$ cat src/rtl/cpu_types_pkg.sv
// cpu_types_pkg
//   Shared types for the memory arbiter slice: the 32-bit word type, the
//   arbiter FSM states and the RAM status encoding reported by the RAM.
//   No ports.
package cpu_types_pkg;

  typedef logic [31:0] word_t;

  typedef enum logic [1:0] {
    IDLE  = 2'd0,
    ISERV = 2'd1,
    DSERV = 2'd2
  } arb_state_t;

  typedef enum logic [1:0] {
    FREE   = 2'd0,
    BUSY   = 2'd1,
    ACCESS = 2'd2,
    ERROR  = 2'd3
  } ramstate_t;

endpackage

$ cat src/rtl/memory_arbiter_if.sv
// memory_arbiter_if
//   Bundles the cache-side request/hit signals and the RAM-side port seen by
//   memory_arbiter.
//   slave  : the arbiter (takes requests and RAM status, drives hits and RAM strobes)
//   master : the environment (datapath/cache requesters plus the RAM model)
//   Signals: iREN/iaddr -> ihit/iload, dREN/dWEN/daddr/dstore -> dhit/dload,
//            ramREN/ramWEN/ramaddr/ramstore -> ramload/ramstate, err_cnt.
interface memory_arbiter_if;
  import cpu_types_pkg::*;

  logic       iREN;
  word_t      iaddr;
  logic       ihit;
  word_t      iload;

  logic       dREN;
  logic       dWEN;
  word_t      daddr;
  word_t      dstore;
  logic       dhit;
  word_t      dload;

  logic       ramREN;
  logic       ramWEN;
  word_t      ramaddr;
  word_t      ramstore;
  word_t      ramload;
  ramstate_t  ramstate;

  logic [7:0] err_cnt;

  modport slave (
    input  iREN, iaddr, dREN, dWEN, daddr, dstore, ramload, ramstate,
    output ihit, iload, dhit, dload, ramREN, ramWEN, ramaddr, ramstore, err_cnt
  );

  modport master (
    output iREN, iaddr, dREN, dWEN, daddr, dstore, ramload, ramstate,
    input  ihit, iload, dhit, dload, ramREN, ramWEN, ramaddr, ramstore, err_cnt
  );

endinterface

$ cat src/rtl/memory_arbiter.sv
// memory_arbiter
//   Shares the single-ported system RAM between instruction fetch and data
//   access. One requester is granted per transaction; its command is latched
//   and held on the RAM port until the RAM reports ACCESS (one-cycle hit) or
//   ERROR (no hit, error counted, request re-arbitrated). Data has priority,
//   but after MAX_DSTREAK data completions with a fetch waiting, the fetch
//   is granted.
//   Ports:
//     CLK   - clock, rising edge
//     nRST  - synchronous active-low reset
//     mif   - memory_arbiter_if.slave (request/hit pairs, RAM port, err_cnt)
//
// state | meaning
// IDLE  | no transaction; arbitrate between pending requests
// ISERV | instruction fetch owns the RAM, waiting for ACCESS/ERROR
// DSERV | data access owns the RAM, waiting for ACCESS/ERROR
module memory_arbiter
  import cpu_types_pkg::*;
#(
  parameter int MAX_DSTREAK = 4
) (
  input logic             CLK,
  input logic             nRST,
  memory_arbiter_if.slave mif
);

  localparam logic [3:0] DSTREAK_MAX = 4'(MAX_DSTREAK);

  arb_state_t state;
  arb_state_t next_state;

  word_t      cmd_addr;
  word_t      cmd_store;
  logic       cmd_wen;
  logic [3:0] dstreak;
  logic [7:0] err_cnt;

  logic       dreq;
  logic       grant_i;
  logic       grant_d;
  logic       done_access;
  logic       done_error;

  always_comb begin
    dreq         = mif.dREN | mif.dWEN;
    next_state   = state;
    grant_i      = 1'b0;
    grant_d      = 1'b0;
    done_access  = 1'b0;
    done_error   = 1'b0;
    mif.ramREN   = 1'b0;
    mif.ramWEN   = 1'b0;
    mif.ihit     = 1'b0;
    mif.dhit     = 1'b0;
    mif.iload    = '0;
    mif.dload    = '0;
    // RAM address/data always show the latched command so they hold in IDLE.
    mif.ramaddr  = cmd_addr;
    mif.ramstore = cmd_store;
    mif.err_cnt  = err_cnt;

    case (state)
      IDLE: begin
        // A waiting fetch wins only once the data streak has hit its limit.
        if (dreq && !(mif.iREN && (dstreak == DSTREAK_MAX))) begin
          next_state = DSERV;
          grant_d    = 1'b1;
        end else if (mif.iREN) begin
          next_state = ISERV;
          grant_i    = 1'b1;
        end
      end

      ISERV: begin
        mif.ramREN = 1'b1;
        if (mif.ramstate == ACCESS) begin
          // A fetch that withdrew mid-transaction gets no hit.
          mif.ihit    = mif.iREN;
          mif.iload   = mif.ramload;
          done_access = 1'b1;
          next_state  = IDLE;
        end else if (mif.ramstate == ERROR) begin
          done_error = 1'b1;
          next_state = IDLE;
        end
      end

      DSERV: begin
        mif.ramWEN = cmd_wen;
        mif.ramREN = ~cmd_wen;
        if (mif.ramstate == ACCESS) begin
          mif.dhit    = dreq;
          mif.dload   = mif.ramload;
          done_access = 1'b1;
          next_state  = IDLE;
        end else if (mif.ramstate == ERROR) begin
          done_error = 1'b1;
          next_state = IDLE;
        end
      end

      default: next_state = IDLE;
    endcase
  end

  always_ff @(posedge CLK) begin
    if (!nRST) begin
      state     <= IDLE;
      cmd_addr  <= '0;
      cmd_store <= '0;
      cmd_wen   <= 1'b0;
      dstreak   <= '0;
      err_cnt   <= '0;
    end else begin
      state <= next_state;

      if (grant_i || grant_d) begin
        cmd_addr  <= grant_d ? mif.daddr : mif.iaddr;
        cmd_wen   <= mif.dWEN;
        cmd_store <= mif.dstore;
      end

      // The streak only means something while a fetch is actually waiting.
      if (!mif.iREN) begin
        dstreak <= '0;
      end else if (done_access && (state == ISERV)) begin
        dstreak <= '0;
      end else if (done_access && (state == DSERV) && (dstreak != DSTREAK_MAX)) begin
        dstreak <= dstreak + 4'd1;
      end

      if (done_error && (err_cnt != 8'hFF)) begin
        err_cnt <= err_cnt + 8'd1;
      end
    end
  end

endmodule

$ cat src/flat_wrapper.sv
// flat-port wrapper written by rule: the top's interface ports become plain ports
module memory_arbiter_flat import cpu_types_pkg::*;
#(
  parameter int MAX_DSTREAK = 4
)
  (CLK, nRST, mif_iREN, mif_iaddr, mif_dREN, mif_dWEN, mif_daddr, mif_dstore, mif_ramload, mif_ramstate, mif_ihit, mif_iload, mif_dhit, mif_dload, mif_ramREN, mif_ramWEN, mif_ramaddr, mif_ramstore, mif_err_cnt);
  memory_arbiter_if mif_i ();
  input logic CLK;
  input logic nRST;
  input wire logic [$bits(mif_i.iREN)-1:0] mif_iREN;
  input wire logic [$bits(mif_i.iaddr)-1:0] mif_iaddr;
  input wire logic [$bits(mif_i.dREN)-1:0] mif_dREN;
  input wire logic [$bits(mif_i.dWEN)-1:0] mif_dWEN;
  input wire logic [$bits(mif_i.daddr)-1:0] mif_daddr;
  input wire logic [$bits(mif_i.dstore)-1:0] mif_dstore;
  input wire logic [$bits(mif_i.ramload)-1:0] mif_ramload;
  input wire logic [$bits(mif_i.ramstate)-1:0] mif_ramstate;
  output wire logic [$bits(mif_i.ihit)-1:0] mif_ihit;
  output wire logic [$bits(mif_i.iload)-1:0] mif_iload;
  output wire logic [$bits(mif_i.dhit)-1:0] mif_dhit;
  output wire logic [$bits(mif_i.dload)-1:0] mif_dload;
  output wire logic [$bits(mif_i.ramREN)-1:0] mif_ramREN;
  output wire logic [$bits(mif_i.ramWEN)-1:0] mif_ramWEN;
  output wire logic [$bits(mif_i.ramaddr)-1:0] mif_ramaddr;
  output wire logic [$bits(mif_i.ramstore)-1:0] mif_ramstore;
  output wire logic [$bits(mif_i.err_cnt)-1:0] mif_err_cnt;
  assign mif_i.iREN = mif_iREN;
  assign mif_i.iaddr = mif_iaddr;
  assign mif_i.dREN = mif_dREN;
  assign mif_i.dWEN = mif_dWEN;
  assign mif_i.daddr = mif_daddr;
  assign mif_i.dstore = mif_dstore;
  assign mif_i.ramload = mif_ramload;
  assign mif_i.ramstate = mif_ramstate;
  assign mif_ihit = mif_i.ihit;
  assign mif_iload = mif_i.iload;
  assign mif_dhit = mif_i.dhit;
  assign mif_dload = mif_i.dload;
  assign mif_ramREN = mif_i.ramREN;
  assign mif_ramWEN = mif_i.ramWEN;
  assign mif_ramaddr = mif_i.ramaddr;
  assign mif_ramstore = mif_i.ramstore;
  assign mif_err_cnt = mif_i.err_cnt;
  memory_arbiter #(.MAX_DSTREAK(MAX_DSTREAK)) u_core (.CLK(CLK), .nRST(nRST), .mif(mif_i));
endmodule
$ cat config.mk
export PLATFORM = sky130hd
export DESIGN_NAME = memory_arbiter_flat
export DESIGN_NICKNAME = d
export VERILOG_FILES = /design/src/rtl/cpu_types_pkg.sv /design/src/rtl/memory_arbiter_if.sv /design/src/rtl/memory_arbiter.sv /design/src/flat_wrapper.sv
export SDC_FILE = /design/constraint.sdc
export NUM_CORES = 1
export LEC_CHECK = 0
export BUFFER_PORTS_ARGS = -buffer_cell sky130_fd_sc_hd__clkbuf_2
export CAP_MARGIN = 20
export CORE_AREA = 2 2 108 110
export DETAILED_ROUTE_END_ITERATION = 8
export DIE_AREA = 0 0 110 112
export PLACE_DENSITY = 0.7
export SLEW_MARGIN = 20
export SYNTH_ARGS = -nofsm -noshare
export SYNTH_HDL_FRONTEND = slang
export SYNTH_SLANG_ARGS = --single-unit
$ cat constraint.sdc
create_clock -name CLK -period 2.1 [get_ports CLK]
set_clock_uncertainty 0.05 [all_clocks]
set_input_delay 0.21 -clock CLK [delete_from_list [all_inputs] [get_ports CLK]]
set_output_delay 0.21 -clock CLK [all_outputs]
set_load 0.005 [all_outputs]
# Word level (Yosys, flattened, before mapping)
# Index checks and enable logic that the tools add are counted.
# word_totals
elab_cells,58
ff_bits,79
out_inout_bits,140
input_bits,135
# classes
n_addsub,2
eq_ne,9
n_reduce_logical,12
mux,25
bitwise,4
# op_table
op,count
32-bit two-way mux,4
1-bit two-way mux,15
"8-bit by 1-bit adder with 8-bit output, second input constant",1
2-bit two-way mux,4
"8-bit != test, second input constant",1
"2-bit == test, second input constant",3
1-bit logical AND,6
"4-bit by 1-bit adder with 4-bit output, second input constant",1
"4-bit by 3-bit == test with 1-bit output, second input constant",1
"4-bit by 3-bit != test with 1-bit output, second input constant",1
2-bit one-hot mux with 2 select lines,1
"3-bit by 1-bit != test with 1-bit output, second input constant",1
"3-bit by 2-bit != test with 1-bit output, second input constant",1
1-bit NOT,3
3-bit OR reduction,1
"2-bit by 1-bit == test with 1-bit output, second input constant",1
2-bit logical NOT,1
1-bit one-hot mux with 2 select lines,1
2-bit AND reduction,1
2-bit OR reduction,1
1-bit logical NOT,1
1-bit logical OR,1
1-bit bitwise OR,1

# Depth between registers and ports, before layout
# Gate-level depths: netlist of run 1.
# logic_depth
ltp_word,7
depth_mapped,8

# Least setup slack after synthesis of run 1
# Ideal clock, no wire load.
# synth_timing
path_type,flip-flop to flip-flop
start,register u_core.state[1]
end,register u_core.err_cnt[5] (netlist: u_core.mif.err_cnt[5])
path_buffers,0
slack_ps,282
path_stages_with_launch,7
t_arrival_ps,1697
path_cell_list,dfxtp_1 > inv_1 > ha_1 > nand3_2 > or2_1 > or4_1 > a21oi_1
# synth_via
elab_chain_len,4
elab_cells_between_ends,5
classes_between,2 x eq/ne; 1 x mux; 2 x reduce/logical
# synth_lines
element,line,text
start: declaration,memory_arbiter.sv:29,arb_state_t state;
start signal: assignment,memory_arbiter.sv:115,state <= next_state;
2-bit == test / 2-bit by 1-bit == test with 1-bit output (equally long branches),memory_arbiter.sv:62,case (state)
2-bit OR reduction (no line) (*),--,
1-bit two-way mux (*),--,
1-bit logical AND (*),memory_arbiter.sv:132,if (done_error && (err_cnt != 8'hFF)) begin
end signal: assignment,memory_arbiter.sv:133,err_cnt <= err_cnt + 8'd1;
end: declaration,memory_arbiter.sv:36,logic [7:0] err_cnt;
# Every way passes the cells marked *; elsewhere a longest branch is shown, timed or not.
# A chain may end at the register's enable or synchronous reset.

# Worst setup path after layout of run 1
# layout_timing
start,register u_core.state[0]
end,output mif_dload[25]
# layout_via
elab_chain_len,2
# layout_lines
element,line,text
2-bit == test,memory_arbiter.sv:62,
32-bit two-way mux,memory_arbiter.sv:62,
end: declaration,flat_wrapper.sv:21,output wire logic [$bits(mif_i.dload)-1:0] mif_dload;
# No other way between the ends.

==> summary.txt, run 1 <==
Power
  – Register share of total power: ~40%
  – Power density cells: between 800 and 900 nW/um^2
  – Maximum vdd ir drop: between 0.5 and 0.6 mV
  – Design Power: around 4.4 mW
  – Net Sw Frac: about 29%
  – Switching pwr: around 1.3 mW
  – Comb pwr share: around 23%
  – Clk pwr share: ~37%
  – LEAKAGE: between 2 and 3 nW
  – Internal power: approximately 3.2 mW

Global route
  – Total GRT Usage: between 10% and 20%
  – Number of global-route vias before repair: 3847
  – Initial antenna violation count: 1
  – First-pass GRT wire length: ~19000 microns
  – Largest net degree at the start of global routing: 65
  – Grt ovf: 0

Synthesis
  – Mapped Area: ~3600 sq um
  – Synth area leaders: dfxtp_1, and2_1, a21oi_1
  – Syn_nets: roughly 600
  – Synth warn: 0
  – Syn Inst Count: between 400 and 500
  – Post-synthesis sequential area ratio: 43.4%
  – Yosys top cell area share: between 40% and 50%
  – Leading area contributor after synthesis: dfxtp_1
  – Async SR Flop Fraction: 0%
  – Post-synth EDFFs: 0
  – #FFs+latches synth: 79
  – Most frequent cells after synthesis: dfxtp_1, nand2_1, a21oi_1
  – Main flop type after synthesis: dfxtp_1
  – Cell with the most instances after synthesis: dfxtp_1
  – Mean Syn Cell Area: roughly 8.0 sq um
  – Count of cell types in the netlist: 36

STA
  – Fin Setup TNS: 0 ns
  – Max Slew Vio Count: 0
  – RSZ-0062 raised after global routing: no
  – Slew margin rel.: between 60% and 70%
  – Min Tclk post-route: 1.95 ns
  – Finish-stage setup viols: 0
  – Final-report hold violation count: 0
  – Peak Freq: around 510 MHz
  – Worst-Margin Slew: roughly 0.53 ns
  – Final worst path period share: between 90 and 100%

Layout
  – Synth-to-Final Area Change: 50.0%
  – Post-route insts no fill: around 860
  – # fillers: approximately 1.1k
  – Nets: 855
  – Layout cells sized above 1: around two fifths
  – Antenna diode count: 0

Clock network
  – Post-CTS sizing: 1
  – CTS max path bufs: 2
  – CTS Sinks: about 80
  – CTS Buf Count: 9
  – Hold buffers post-CTS: 0
  – CTS tree: done
  – H-tree lvl count: 3
  – Clock transition at the registers of the reported paths: 0.07 ns
  – Post-CTS Setup Bufs: 0
  – Clk Latency, worst-skew pair: approximately 0.33 ns
  – Root buffer cell: clkbuf_16

Critical path
  – Max incr delay on CP: 0.32 ns
  – Worst-path maximum fanout: 36
  – Arrival @ worst endpoint: roughly 1.7 ns
  – Critical path startpoint category: flip-flop
  – Worst path slowest cell: dfxtp_1
  – CP Capture Type: output pin
  – Worst EP required: about 1.8 ns
  – Worst path cell trace: inv_1, ha_1, and3b_1, buf_6, and2_1, clkbuf_2
  – Crit path kind: reg -> out

Drt
  – Iter 0 DRT Violations: 300
  – Via density: approximately 4.9
  – Routed WL: 13000 microns
  – ANT nets after route: 0
  – Post-route DRC: 0
  – WL per Instance: between 15 and 20 microns
  – Via Count: between 4k and 5k
  – DR pass1 iterations: 4

Hold path
  – Hold Crit Class: in -> reg

Placement
  – Post-DP HPWL: a little over 10000 microns
  – Placed cell count: ~850
  – Final Wtd Congestion: 1.01
  – Number of port buffers: ~270

Floorplan
  – Starting density of the core: 32.6%
  – Height of the die: about 110 microns
  – Die width: between 100 and 150 microns
  – Num rows: 39
  – Die ar.: between 10000 and 15000 sq um
  – IO Count: 275
  – Core ar.: around 11000 sq um

Run status
  – Status: completed

Job
  – Max-cap violations: 0
## placed cells by master (no fill, tap or decap), types with 2 or more instances in the layout
cell and n:
nand3_1 5, and2_1 67, o21ai_0 2, nor3_1 4, buf_4 6, o21a_1 3, nor2b_1 2, nand2_1 69
mux2i_1 3, xnor2_1 2, nand4_1 4, bufinv_16 2, dfxtp_1 79, and3_1 4, clkbuf_16 9, buf_12 2
a21oi_1 68, xor2_1 3, a211oi_1 2, nor2_1 43, clkbuf_2 274, ha_1 6, o221ai_1 32, inv_1 5
## cell type report
class / count / area [sq um] / area share (%)
tap: 143 / 179 / 3.27
timing repair buffer: 283 / 1470 / 26.9
multi-input combinational: 336 / 1910 / 34.9
clock inverter: 5 / 81.3 / 1.49
sequential: 79 / 1580 / 28.9
inverter: 5 / 18.8 / 0.343
clock buffer: 10 / 229 / 4.19
## per-layer routing
metal  wire [microns]  part of all wire, %  vias to the layer above  GRT usage (%)
met5               13                 0.10                        -              0
met4              164                  1.3                        2           4.64
met3             1200                  9.2                       19           6.44
met2             6260                   48                      166           32.8
met1             5370                   41                     1951           24.7
li1                 -                    -                     2085              -
## logic make-up after synthesis
| family | count (synthesis) | share of synthesized area, % |
|---|---|---|
| flops | 79 | 43.4 |
| mux | 3 | 0.824 |
| buf+inv | 42 | 4.64 |
| xor+xnor | 5 | 1.20 |
| fa+ha+maj | 6 | 2.06 |
| compound gates | 112 | 19.4 |
| simple gates | 210 | 28.5 |
## power groups by stage
stage	clock [mW]	sequential [mW]	combinational (mW)
final	1.65	1.77	1.02
after global routing	1.76	1.79	1.13
after floorplan	0	1.81	0.513
after CTS	1.69	1.78	1.03
after detailed placement	0	1.81	1.02
after global placement	0	1.80	0.998
## worst paths after layout
kind,startpoint,endpoint,slack [ns],depth (start not counted)
setup reg to reg,u_core.state[1]$_SDFFE_PN0P_,u_core.mif.err_cnt[5]$_SDFFE_PN0P_,0.25,6
hold / removal,mif_dstore[22],u_core.mif.ramstore[22]$_SDFFE_PN0P_,0.05,3
hold reg to reg,u_core.mif.ramstore[7]$_SDFFE_PN0P_,u_core.mif.ramstore[7]$_SDFFE_PN0P_,0.40,2
setup / recovery,u_core.state[0]$_SDFFE_PN0P_,mif_dload[25],0.15,6
## stage by stage
step / cell area, sq um / setup WS [ns] / hold slack, ns / utilization (%)
finish: 5460 / 0.151 / 0.0494 / 48.9
global placement: 5150 / 0.318 / 0.383 / 46.1
detailed placement: 5150 / 0.207 / 0.391 / 46.1
floorplan: 3640 / 0.282 / 0.296 / -
CTS: 5460 / 0.118 / 0.0415 / 48.8
global route: 5460 / 0.0283 / 0.0489 / 48.9
## worst max-delay path, delay by kind of cell (launching register included)
family	cells	cell delay [ns]
adder cells (fa/ha/maj)	1	0.19
buffers and inverters	3	0.45
AND/OR/NAND/NOR	2	0.39
flip-flops	1	0.32
## registers in the layout, summed over array words and instances, names as in the netlist
register,cells
u_core.mif.ramstore,32
u_core.dstreak,4
u_core.state,2
u_core.mif.err_cnt,8
u_core.mif.ramaddr,32
u_core.cmd_wen,1
Note: power is estimated with default switching activity, not from simulation.
==> run 2: changes to the inputs <==
BUFFER_PORTS_ARGS = -buffer_cell sky130_fd_sc_hd__buf_2   (was -buffer_cell sky130_fd_sc_hd__clkbuf_2)
==> run 2 against run 1 <==
  * Combinational power hardly changed
  * First-iteration DRC count is 12% higher
  * Utilization is 0.090 points lower
  * Cell area is 0.18% lower
  * Power is 2.1% lower
  * Sequential share of layout area is 0.053 points higher
  * Routed wire length is 0.37% higher
  * Critical path depth stayed put
  * Sequential power hardly changed
  * Critical path type unchanged
  * Critical endpoint unchanged
==> summary.txt, run 2 (synthesis results as in run 1) <==
Critical path
  – CP Launch Point: u_core.state[0]$_SDFFE_PN0P_
  – Register-to-Register Path Depth: 6
  – Max incr delay on CP: about 0.34 ns
  – Worst path bufs/invs: 3
  – CP Capture Type: output pin
  – Reg2reg setup slack: approximately 0.24 ns
  – Worst EP required: between 1.5 and 2 ns
  – Worst path slowest cell: dfxtp_1
  – RR Startpoint: u_core.state[0]$_SDFFE_PN0P_
  – Worst setup path end: mif_dload[25]
  – Crit path kind: reg -> out
  – Reg2reg end: u_core.mif.err_cnt[5]$_SDFFE_PN0P_
  – Worst-path maximum fanout: 36
  – Worst path cell trace: inv_1, ha_1, and3b_1, buf_4, and2_1, buf_2
  – CP Depth: 6
  – Critical path startpoint category: flip-flop
  – CP delay by family, top: buffers and inverters
  – Arrival @ worst endpoint: 1.72 ns

Clock network
  – Clk Latency, worst-skew pair: around 0.32 ns
  – CTS max path bufs: 2
  – CTS tree: done
  – CTS Buf Count: 9
  – CTS Sinks: between 70 and 80
  – Clock transition at the registers of the reported paths: roughly 0.060 ns
  – H-tree lvl count: 3
  – Root buffer cell: clkbuf_16
  – Post-CTS Setup Bufs: 0

Drt
  – Iter 0 DRT Violations: 337
  – Via Count: around 4.2k
  – ANT nets after route: 0
  – Post-route DRC: 0
  – DR pass1 iterations: 4
  – Routed WL: approximately 13000 microns
  – WL per Instance: between 15 and 20 microns
  – Via density: around 4.9

STA
  – Slew margin rel.: 64.5%
  – Max Slew Vio Count: 0
  – Peak Freq: between 500 and 600 MHz
  – Min Tclk post-route: ~2.0 ns
  – Fin Setup TNS: 0 ns
  – Finish-stage setup viols: 0
  – Final worst path period share: between 90% and 100%
  – Worst-Margin Slew: 0.531 ns
  – RSZ-0062 raised after global routing: no
  – Post-route setup slack: about 0.12 ns
  – Final-report hold violation count: 0

Global route
  – Total GRT Usage: about a fifth
  – Largest net degree at the start of global routing: between 60 and 70
  – First-pass GRT wire length: approximately 20000 microns
  – Initial antenna violation count: 3
  – Number of global-route vias before repair: slightly below 4k
  – Grt ovf: 0

Placement
  – Dpl ws: approximately 0.22 ns
  – Number of port buffers: around 270
  – Final Wtd Congestion: 1.03
  – Post-DP HPWL: ~10000 microns

Floorplan
  – IO Count: roughly 280
  – Die width: ~110 microns
  – Height of the die: about 110 microns
  – Starting density of the core: roughly a third
  – Num rows: 39
  – Core ar.: around 11000 sq um
  – Die ar.: roughly 12000 sq um

Layout
  – Nets: ~850
  – Commonest non-fill, non-tap cell in the layout: buf_2
  – Synth-to-Final Area Change: 49.7%
  – # fillers: between 1k and 1.5k
  – Commonest non-fill, non-tap cells in the layout: buf_2, dfxtp_1, nand2_1, a21oi_1, and2_1
  – Layout cells sized above 1: a little over two fifths

Hold path
  – Hold Crit Class: in -> reg

Job
  – Max-cap violations: 0

Run status
  – Status: completed

Power
  – Power density cells: 798 nW/um^2
  – LEAKAGE: 2.84 nW
  – Maximum vdd ir drop: roughly 0.45 mV
-- run 2: metrics by stage --
step	utilization, %	std cells	cell area, sq um	total power [mW]	hold slack (ns)
2_1_floorplan	-	457	3640	2.33	0.296
3_3_place_gp	46.1	845	5150	2.80	0.389
3_5_place_dp	46.1	845	5150	2.83	0.393
4_1_cts	48.8	861	5450	4.42	0.0615
5_1_grt	48.8	862	5450	4.62	0.0581
6_report	48.8	862	5450	4.35	0.0725
-- run 2: metal layers --
layer | vias to the layer above | global-route usage (%) | share of wire, %
met5 | - | 0 | 0.10
met2 | 170 | 34.4 | 49
met3 | 14 | 6.79 | 8.5
met1 | 1969 | 24.3 | 41
met4 | 2 | 5.40 | 0.97
li1 | 2089 | - | -
-- run 2: worst register-to-register path, cell delays in order (launching register included) --
cell and delay [ns]:
dfxtp_1 0.34, inv_1 0.08, ha_1 0.31, nand3_2 0.10, or2_1 0.28, or4_1 0.47
a21oi_1 0.15
-- run 2: worst min-delay path by stage --
stage / from / endpoint / slack, ns / cells past startpoint
after global routing: mif_dstore[15] / u_core.mif.ramstore[15]$_SDFFE_PN0P_ / 0.06 / 3
final: mif_dstore[22] / u_core.mif.ramstore[22]$_SDFFE_PN0P_ / 0.07 / 3
after global placement: u_core.mif.ramstore[4]$_SDFFE_PN0P_ / u_core.mif.ramstore[4]$_SDFFE_PN0P_ / 0.39 / 2
after floorplan: mif_dstore[0] / u_core.mif.ramstore[0]$_SDFFE_PN0P_ / 0.30 / 2
after CTS: mif_dstore[9] / u_core.mif.ramstore[9]$_SDFFE_PN0P_ / 0.06 / 3
after detailed placement: u_core.mif.ramstore[19]$_SDFFE_PN0P_ / u_core.mif.ramstore[19]$_SDFFE_PN0P_ / 0.39 / 2
-- run 2: cell type report --
cell class                 instances  area (sq um)  area share (%)
clock inverter                     5          56.3            1.03
sequential                        79          1580            29.0
inverter                           5          18.8           0.344
antenna                            1          2.50          0.0459
tap                              143           179            3.28
clock buffer                      11           243            4.45
multi-input combinational        336          1900            34.9
timing repair buffer             282          1470            26.9
-- run 2: where the power goes --
part	internal, mW	switching (mW)	total, mW	leakage [nW]
Combinational	0.444	0.575	1.02	2.04
Clock	0.954	0.612	1.57	0.146
Sequential	1.68	0.0890	1.77	0.652
Total	3.08	1.28	4.35	2.84
-- run 2: what timing repair did --
item	CTS	global route
gates resized for setup	1	0
hold buffers	0	0
endpoints found under the setup margin	33	0
